==> config.mk <==
export PLATFORM = sky130hd
export DESIGN_NAME = issue_buffer_flat
export DESIGN_NICKNAME = d
export VERILOG_FILES = /design/src/rtl/issue_buffer_pkg.sv /design/src/rtl/issue_buffer_if.sv /design/src/rtl/issue_buffer_decoder_onehot.sv /design/src/rtl/issue_buffer.sv /design/src/flat_wrapper.sv
export SDC_FILE = /design/constraint.sdc
export NUM_CORES = 1
export LEC_CHECK = 0
export BUFFER_PORTS_ARGS = -buffer_cell sky130_fd_sc_hd__buf_2
export CORE_MARGIN = 5
export CORE_UTILIZATION = 30
export CTS_CLUSTER_SIZE = 28
export DETAILED_ROUTE_END_ITERATION = 6
export GPL_TIMING_DRIVEN = 1
export HOLD_SLACK_MARGIN = 0.08
export SLEW_MARGIN = 10
export SYNTH_ARGS = -nofsm -noshare
export SYNTH_HDL_FRONTEND = slang
export SYNTH_SLANG_ARGS = --single-unit
==> constraint.sdc <==
create_clock -name clk -period 5 [get_ports clk]
set_input_delay 1.5 -clock clk [delete_from_list [all_inputs] [get_ports clk]]
set_output_delay 1.5 -clock clk [all_outputs]
set_load 0.05 [all_outputs]
==> src/rtl/issue_buffer_pkg.sv <==
// Shared definitions for the issue-path slice: opcode constants and the
// helper that derives register-index width from the register count.
package issue_buffer_pkg;

  typedef enum logic [2:0] {
    OP_ADD = 3'd0,
    OP_SUB = 3'd1,
    OP_AND = 3'd2,
    OP_OR  = 3'd3,
    OP_XOR = 3'd4,
    OP_LD  = 3'd5,
    OP_ST  = 3'd6,
    OP_BR  = 3'd7
  } opcode_e;

  function automatic int reg_id_bits(input int num_reg);
    return (num_reg > 1) ? $clog2(num_reg) : 1;
  endfunction

endpackage

==> src/rtl/issue_buffer_if.sv <==
// Issue-side and dispatch-side handshake bundle of an issue buffer.
// master = scoreboard/consumer side, slave = the buffer itself.
interface issue_buffer_if
  import issue_buffer_pkg::*;
#(
  parameter int INST_ID_BIT = 8,
  parameter int NUM_REG     = 8,
  parameter int IMM_BIT     = 4,
  parameter int REG_ID_BIT  = reg_id_bits(NUM_REG)
) ();

  logic                   in_vld;
  logic                   in_rdy;
  logic [INST_ID_BIT-1:0] in_id;
  logic [REG_ID_BIT-1:0]  in_dst_reg;
  logic [REG_ID_BIT-1:0]  in_src_reg0;
  logic [REG_ID_BIT-1:0]  in_src_reg1;
  logic [IMM_BIT-1:0]     in_imm;
  logic [NUM_REG-1:0]     ready_reg_mask;
  logic [NUM_REG-1:0]     pending_read;
  logic                   out_vld;
  logic                   out_rdy;
  logic [INST_ID_BIT-1:0] out_id;
  logic [REG_ID_BIT-1:0]  out_dst_reg;
  logic [REG_ID_BIT-1:0]  out_src_reg0;
  logic [REG_ID_BIT-1:0]  out_src_reg1;
  logic [IMM_BIT-1:0]     out_imm;
  logic                   empty;

  modport master (
    output in_vld, in_id, in_dst_reg, in_src_reg0, in_src_reg1, in_imm,
           ready_reg_mask, out_rdy,
    input  in_rdy, pending_read, out_vld, out_id, out_dst_reg,
           out_src_reg0, out_src_reg1, out_imm, empty
  );

  modport slave (
    input  in_vld, in_id, in_dst_reg, in_src_reg0, in_src_reg1, in_imm,
           ready_reg_mask, out_rdy,
    output in_rdy, pending_read, out_vld, out_id, out_dst_reg,
           out_src_reg0, out_src_reg1, out_imm, empty
  );

endinterface

==> src/rtl/issue_buffer_decoder_onehot.sv <==
// Binary-to-one-hot decoder: out = 1 << in.
module decoder_onehot #(
  parameter int DATA_WIDTH = 3
) (
  input  logic [DATA_WIDTH-1:0]      in,
  output logic [(2**DATA_WIDTH)-1:0] out
);

  assign out = ((2**DATA_WIDTH))'(1) << in;

endmodule

==> src/rtl/issue_buffer.sv <==
// Age-ordered issue buffer: slot 0 is oldest, pops compact younger slots down.
// Dispatches in FIFO order or oldest-ready-first depending on IN_ORDER.
module issue_buffer
  import issue_buffer_pkg::*;
#(
  parameter int SIZE        = 4,
  parameter int INST_ID_BIT = 8,
  parameter int NUM_REG     = 8,
  parameter int IMM_BIT     = 4,
  parameter int IN_ORDER    = 0,
  parameter int REG_ID_BIT  = reg_id_bits(NUM_REG)
) (
  input logic           clk,
  input logic           rst_n,
  issue_buffer_if.slave bus
);

  localparam int SEL_BIT = $clog2(SIZE);
  localparam int CNT_BIT = $clog2(SIZE + 1);
  localparam int DEC_W   = 2**REG_ID_BIT;

  logic [SIZE-1:0]        r_vld;
  logic [INST_ID_BIT-1:0] r_id   [SIZE];
  logic [REG_ID_BIT-1:0]  r_dst  [SIZE];
  logic [REG_ID_BIT-1:0]  r_src0 [SIZE];
  logic [REG_ID_BIT-1:0]  r_src1 [SIZE];
  logic [IMM_BIT-1:0]     r_imm  [SIZE];

  logic [SIZE-1:0]        w_up_vld;
  logic [INST_ID_BIT-1:0] w_up_id   [SIZE];
  logic [REG_ID_BIT-1:0]  w_up_dst  [SIZE];
  logic [REG_ID_BIT-1:0]  w_up_src0 [SIZE];
  logic [REG_ID_BIT-1:0]  w_up_src1 [SIZE];
  logic [IMM_BIT-1:0]     w_up_imm  [SIZE];

  logic [DEC_W-1:0]       w_dec0 [SIZE];
  logic [DEC_W-1:0]       w_dec1 [SIZE];
  logic [SIZE-1:0]        w_src_rdy;

  logic                   w_found;
  logic [SEL_BIT-1:0]     w_sel;
  logic [CNT_BIT-1:0]     w_count;
  logic [CNT_BIT-1:0]     w_wr_idx;
  logic [NUM_REG-1:0]     w_pend;
  logic                   w_in_rdy;
  logic                   w_push;
  logic                   w_pop;

  for (genvar g = 0; g < SIZE; g++) begin : g_slot
    decoder_onehot #(.DATA_WIDTH(REG_ID_BIT)) u_dec0 (.in(r_src0[g]), .out(w_dec0[g]));
    decoder_onehot #(.DATA_WIDTH(REG_ID_BIT)) u_dec1 (.in(r_src1[g]), .out(w_dec1[g]));

    assign w_src_rdy[g] = (|(w_dec0[g][NUM_REG-1:0] & bus.ready_reg_mask)) &&
                          (|(w_dec1[g][NUM_REG-1:0] & bus.ready_reg_mask));

    // Each slot's view of its younger neighbour, used when compacting after a pop.
    if (g < SIZE - 1) begin : g_mid
      assign w_up_vld[g]  = r_vld[g+1];
      assign w_up_id[g]   = r_id[g+1];
      assign w_up_dst[g]  = r_dst[g+1];
      assign w_up_src0[g] = r_src0[g+1];
      assign w_up_src1[g] = r_src1[g+1];
      assign w_up_imm[g]  = r_imm[g+1];
    end else begin : g_top
      assign w_up_vld[g]  = 1'b0;
      assign w_up_id[g]   = r_id[g];
      assign w_up_dst[g]  = r_dst[g];
      assign w_up_src0[g] = r_src0[g];
      assign w_up_src1[g] = r_src1[g];
      assign w_up_imm[g]  = r_imm[g];
    end
  end

  // NOTE: every variable gets a default before the loop so no latch is inferred.
  always_comb begin
    w_found = 1'b0;
    w_sel   = '0;
    w_count = '0;
    w_pend  = '0;
    for (int i = 0; i < SIZE; i++) begin
      if (!w_found && r_vld[i] && ((IN_ORDER != 0) ? (i == 0) : w_src_rdy[i])) begin
        w_found = 1'b1;
        w_sel   = SEL_BIT'(i);
      end
      if (r_vld[i]) begin
        w_count = w_count + CNT_BIT'(1);
        w_pend  = w_pend | w_dec0[i][NUM_REG-1:0] | w_dec1[i][NUM_REG-1:0];
      end
    end
  end

  assign w_in_rdy = (w_count < CNT_BIT'(SIZE));
  assign w_push   = bus.in_vld && w_in_rdy;
  assign w_pop    = w_found && bus.out_rdy;
  assign w_wr_idx = w_count - CNT_BIT'(w_pop);

  // NOTE: state updates use non-blocking assignments so every slot sees pre-edge values.
  always_ff @(posedge clk or negedge rst_n) begin
    if (!rst_n) begin
      r_vld <= '0;
    end else begin
      for (int i = 0; i < SIZE; i++) begin
        if (w_push && (CNT_BIT'(i) == w_wr_idx)) begin
          r_vld[i] <= 1'b1;
        end else if (w_pop && (SEL_BIT'(i) >= w_sel)) begin
          r_vld[i] <= w_up_vld[i];
        end
      end
    end
  end

  // NOTE: payload storage is deliberately not reset; the valid bits alone qualify it.
  always_ff @(posedge clk) begin
    for (int i = 0; i < SIZE; i++) begin
      if (w_push && (CNT_BIT'(i) == w_wr_idx)) begin
        r_id[i]   <= bus.in_id;
        r_dst[i]  <= bus.in_dst_reg;
        r_src0[i] <= bus.in_src_reg0;
        r_src1[i] <= bus.in_src_reg1;
        r_imm[i]  <= bus.in_imm;
      end else if (w_pop && (SEL_BIT'(i) >= w_sel)) begin
        r_id[i]   <= w_up_id[i];
        r_dst[i]  <= w_up_dst[i];
        r_src0[i] <= w_up_src0[i];
        r_src1[i] <= w_up_src1[i];
        r_imm[i]  <= w_up_imm[i];
      end
    end
  end

  assign bus.in_rdy       = w_in_rdy;
  assign bus.empty        = (w_count == '0);
  assign bus.pending_read = w_pend;
  assign bus.out_vld      = w_found;
  assign bus.out_id       = r_id[w_sel];
  assign bus.out_dst_reg  = r_dst[w_sel];
  assign bus.out_src_reg0 = r_src0[w_sel];
  assign bus.out_src_reg1 = r_src1[w_sel];
  assign bus.out_imm      = r_imm[w_sel];

endmodule

==> src/flat_wrapper.sv <==
// flat-port wrapper written by rule: the top's interface ports become plain ports
module issue_buffer_flat import issue_buffer_pkg::*;
#(
  parameter int SIZE        = 4,
  parameter int INST_ID_BIT = 8,
  parameter int NUM_REG     = 8,
  parameter int IMM_BIT     = 4,
  parameter int IN_ORDER    = 0,
  parameter int REG_ID_BIT  = reg_id_bits(NUM_REG)
)
  (clk, rst_n, bus_in_vld, bus_in_id, bus_in_dst_reg, bus_in_src_reg0, bus_in_src_reg1, bus_in_imm, bus_ready_reg_mask, bus_out_rdy, bus_in_rdy, bus_pending_read, bus_out_vld, bus_out_id, bus_out_dst_reg, bus_out_src_reg0, bus_out_src_reg1, bus_out_imm, bus_empty);
  issue_buffer_if #(.INST_ID_BIT(INST_ID_BIT), .NUM_REG(NUM_REG), .IMM_BIT(IMM_BIT), .REG_ID_BIT(REG_ID_BIT)) bus_i ();
  input logic clk;
  input logic rst_n;
  input wire logic [$bits(bus_i.in_vld)-1:0] bus_in_vld;
  input wire logic [$bits(bus_i.in_id)-1:0] bus_in_id;
  input wire logic [$bits(bus_i.in_dst_reg)-1:0] bus_in_dst_reg;
  input wire logic [$bits(bus_i.in_src_reg0)-1:0] bus_in_src_reg0;
  input wire logic [$bits(bus_i.in_src_reg1)-1:0] bus_in_src_reg1;
  input wire logic [$bits(bus_i.in_imm)-1:0] bus_in_imm;
  input wire logic [$bits(bus_i.ready_reg_mask)-1:0] bus_ready_reg_mask;
  input wire logic [$bits(bus_i.out_rdy)-1:0] bus_out_rdy;
  output wire logic [$bits(bus_i.in_rdy)-1:0] bus_in_rdy;
  output wire logic [$bits(bus_i.pending_read)-1:0] bus_pending_read;
  output wire logic [$bits(bus_i.out_vld)-1:0] bus_out_vld;
  output wire logic [$bits(bus_i.out_id)-1:0] bus_out_id;
  output wire logic [$bits(bus_i.out_dst_reg)-1:0] bus_out_dst_reg;
  output wire logic [$bits(bus_i.out_src_reg0)-1:0] bus_out_src_reg0;
  output wire logic [$bits(bus_i.out_src_reg1)-1:0] bus_out_src_reg1;
  output wire logic [$bits(bus_i.out_imm)-1:0] bus_out_imm;
  output wire logic [$bits(bus_i.empty)-1:0] bus_empty;
  assign bus_i.in_vld = bus_in_vld;
  assign bus_i.in_id = bus_in_id;
  assign bus_i.in_dst_reg = bus_in_dst_reg;
  assign bus_i.in_src_reg0 = bus_in_src_reg0;
  assign bus_i.in_src_reg1 = bus_in_src_reg1;
  assign bus_i.in_imm = bus_in_imm;
  assign bus_i.ready_reg_mask = bus_ready_reg_mask;
  assign bus_i.out_rdy = bus_out_rdy;
  assign bus_in_rdy = bus_i.in_rdy;
  assign bus_pending_read = bus_i.pending_read;
  assign bus_out_vld = bus_i.out_vld;
  assign bus_out_id = bus_i.out_id;
  assign bus_out_dst_reg = bus_i.out_dst_reg;
  assign bus_out_src_reg0 = bus_i.out_src_reg0;
  assign bus_out_src_reg1 = bus_i.out_src_reg1;
  assign bus_out_imm = bus_i.out_imm;
  assign bus_empty = bus_i.empty;
  issue_buffer #(.SIZE(SIZE), .INST_ID_BIT(INST_ID_BIT), .NUM_REG(NUM_REG), .IMM_BIT(IMM_BIT), .IN_ORDER(IN_ORDER), .REG_ID_BIT(REG_ID_BIT)) u_core (.clk(clk), .rst_n(rst_n), .bus(bus_i));
endmodule
==> impl_metrics.py <==
metrics = {
    "hold_path": {
        "min_from": "u_core.r_imm[3][2]",
        "holdPathStages": 1,
        "holdPathEnd": "u_core.r_imm[2][2]",
        "hp-class": "reg -> reg",
    },
    "timing": {
        "fin_ws_ns": -0.199,
        "setup_tns_ns": -3.88,
        "timing.final.crit_share_pct": 104,
        "fin_crit_ns": 5.20,
        "tightestPinTransition_ns": 0.804,
        "relSlewSlack_pct": 46.3,
        "finalSetupViolCount": 22,
        "finalMaxSlewViolations": 0,
        "hold_viol": 0,
        "max_freq_ghz": 0.192,
        "skew_ns": 0.00776,
        "rsz0062_at_grt": "true",
    },
    "grt": {
        "grt_usage_pct": 16.8,
        "use_met1_pct": 23.4,
        "grt_pass1_vias": 5005,
        "grt.overflow.total": 0,
        "grt_util_met3_pct": 4.61,
        "busiest_layer": "met2",
        "antenna_found_initial": 1,
        "grt_pass1_wl_um": 29200,
        "grtUsageMet2_pct": 25.4,
        "grt_start_max_net_pins": 23,
    },
    "clock_tree": {
        "path_clk_slew_ns": 0.07,
        "cts_root_buf": "clkbuf_16",
        "cts_buffer_depth": 2,
        "cts_buffers": 9,
        "htree_num_levels": 3,
        "clock_latency_ns": 0.36,
        "cts_tree": "done",
        "clock_sinks": 88,
    },
    "setup_path": {
        "worstPathMaxFanout": 8,
        "arrival_ns": 3.70,
        "cp-end-kind": "output port",
        "r2r_end": "u_core.r_id[1][0]",
        "r2r_slack_ns": 0.76,
        "critPathRequiredTime_ns": 3.50,
        "critPathKind": "in -> out",
        "rr_startpoint": "u_core.r_src0[1][2]",
        "rr_worst_depth": 14,
        "start_kind": "input pin",
    },
    "placed_design": {
        "hpwl_um": 13300,
        "place_congestion": 0.906,
        "pre_cts_slack_ns": -0.322,
        "numPortBuffers": 64,
    },
    "synth": {
        "yosysSeqAreaShare_pct": 43.8,
        "netlist_area_mm2": 0.00599,
        "synth_seq_cells": 88,
        "yosysUniqueCellTypes": 62,
        "synth_edf_count": 84,
        "yosys_warnings": 0,
        "synthesis.nets": 588,
        "synthTopCellsByArea": "edfxtp_1, mux2_2, mux2_4",
        "syn_inst": 549,
        "synth.avg_cell_area_um2": 10.9,
        "synth_top_area_cell": "edfxtp_1",
        "synth_top_area_share_pct": 42.1,
        "synthArstFlopShare_pct": 4.55,
        "synthFlopType": "edfxtp_1",
    },
    "detailed_routing": {
        "remaining_drc_errors": 0,
        "first_iter_violations": 475,
        "via_count": 5023,
        "first_pass_iters": 5,
        "wl_um": 19400,
        "wl_per_cell_um": 21.6,
        "vias_per_cell": 5.59,
        "antenna_left": 0,
    },
    "finish": {
        "final_cell_mix": "edfxtp_1, nor2_1, mux2_2",
        "register_area_mm2": 0.00262,
        "fin_nets": 668,
        "multi_input_area_mm2": 0.00335,
        "fillers": 1891,
        "antennaDiodeCount": 0,
        "area_growth_pct": 30.2,
        "postLayoutCoreUtil_pct": 39.8,
        "mostFrequentLayoutCell": "edfxtp_1",
        "drive_gt1_share_pct": 39.1,
    },
    "status": {
        "violations": "negative setup slack",
        "status": "finished, violations left",
    },
    "floorplan": {
        "start_util_pct": 30.6,
        "die-area_mm2": 0.0229,
        "ioPinCount": 65,
        "core_area_mm2": 0.0196,
        "fp-row-count": 51,
        "die_w_um": 151,
        "die_y_um": 151,
    },
    "flow_run": {
        "drv_cap": 0,
    },
}
-- cells by family (layout without fill, tap and decap cells) --
logic type	after synthesis	in the layout	synth area share (%)
buffers and inverters	70	154	5.39
multiplexers	87	87	17.8
AND/OR/NAND/NOR	142	142	11.7
XOR/XNOR	3	3	0.439
AO/OA/AOI/OAI	153	154	19.6
adder cells (fa/ha/maj)	6	6	1.25
flip-flops	88	88	43.8
-- synth_stat cells, types with 2 or more instances --
cell type,number
o22ai_1,4
a31oi_1,13
a22o_1,4
buf_2,9
o211ai_1,3
o2bb2ai_1,3
a221o_1,5
nand3_1,11
nand3b_1,7
and3_1,3
a2bb2oi_1,14
edfxtp_1,84
buf_12,2
o32ai_1,3
nand4b_1,3
a21oi_1,36
a32oi_1,2
o221a_2,21
o21ai_0,20
nor2_1,51
a221oi_1,2
nor3b_1,6
nor2b_1,6
dfrtp_1,4
inv_1,19
ha_1,6
mux2i_1,18
o21a_1,2
clkbuf_1,34
mux4_2,3
xnor2_1,2
nand2_1,23
nor3_1,21
mux2_2,46
nand2b_1,2
o31ai_1,4
buf_4,2
o221ai_1,2
nand4_1,2
a22oi_1,6
mux2_4,20
-- worst max-delay path by stage --
stage,depth (start not counted),endpoint,slack [ns],from
floorplan,9,bus_out_id[0],-0.06,bus_ready_reg_mask[3]
finish,10,bus_out_id[1],-0.20,bus_ready_reg_mask[0]
CTS,10,bus_out_dst_reg[1],-0.17,bus_ready_reg_mask[0]
detailed placement,10,bus_out_imm[1],-0.32,bus_ready_reg_mask[3]
global placement,9,bus_out_src_reg0[2],-0.29,bus_ready_reg_mask[3]
global route,11,bus_out_id[2],-0.26,bus_ready_reg_mask[0]
-- layer usage --
metal	part of all wire [%]	wire, um
met5	0.036	7
met4	2.1	407
met3	7.9	1530
met2	45	8710
met1	45	8770
-- repair_timing --
item | in CTS | in global routing
resized for setup | 90 | 13
hold buffers | 0 | 0
gates cloned | 2 | 1
hold endpoints to repair | 0 | 0
buffers inserted | 2 | 0
pin swaps | 5 | 5
setup endpoints to repair | 22 | 85
-- flip-flops by register name, summed over array words and instances, names as in the netlist --
| register | cells |
|---|---|
| u_core.r_src0 | 12 |
| u_core.r_id | 32 |
| u_core.r_imm | 16 |
| u_core.r_src1 | 12 |
| u_core.r_vld | 4 |
| u_core.r_dst | 12 |
-- stage by stage --
| stage | cells | hold WS (ns) | instance area [um^2] |
|---|---|---|---|
| after CTS | 898 | 0.584 | 7730 |
| after global placement | 878 | 0.557 | 7020 |
| after floorplan | 549 | 0.551 | 6080 |
| final | 899 | 0.581 | 7800 |
| after global routing | 899 | 0.596 | 7800 |
| after detailed placement | 878 | 0.571 | 7020 |
-- critical path, cell delays in order --
cell and delay [ns]:
buf_8 0.10, buf_12 0.11, mux2_4 0.26, a221o_1 0.34, a221oi_4 0.35, o31ai_4 0.10
or2_4 0.33, buf_12 0.17, o221a_4 0.27, buf_8 0.15
-- cell type report --
type	instances	share of cell area [%]
tap	265	4.25
clock inverter	7	0.770
timing repair buffer	118	14.5
clock buffer	9	2.89
inverter	20	0.962
multi-input combinational	392	43.0
sequential	88	33.6
Power is left out: the tool's default activity adds up to more than one toggle a clock period on the data nets, which glitch-free logic cannot reach.
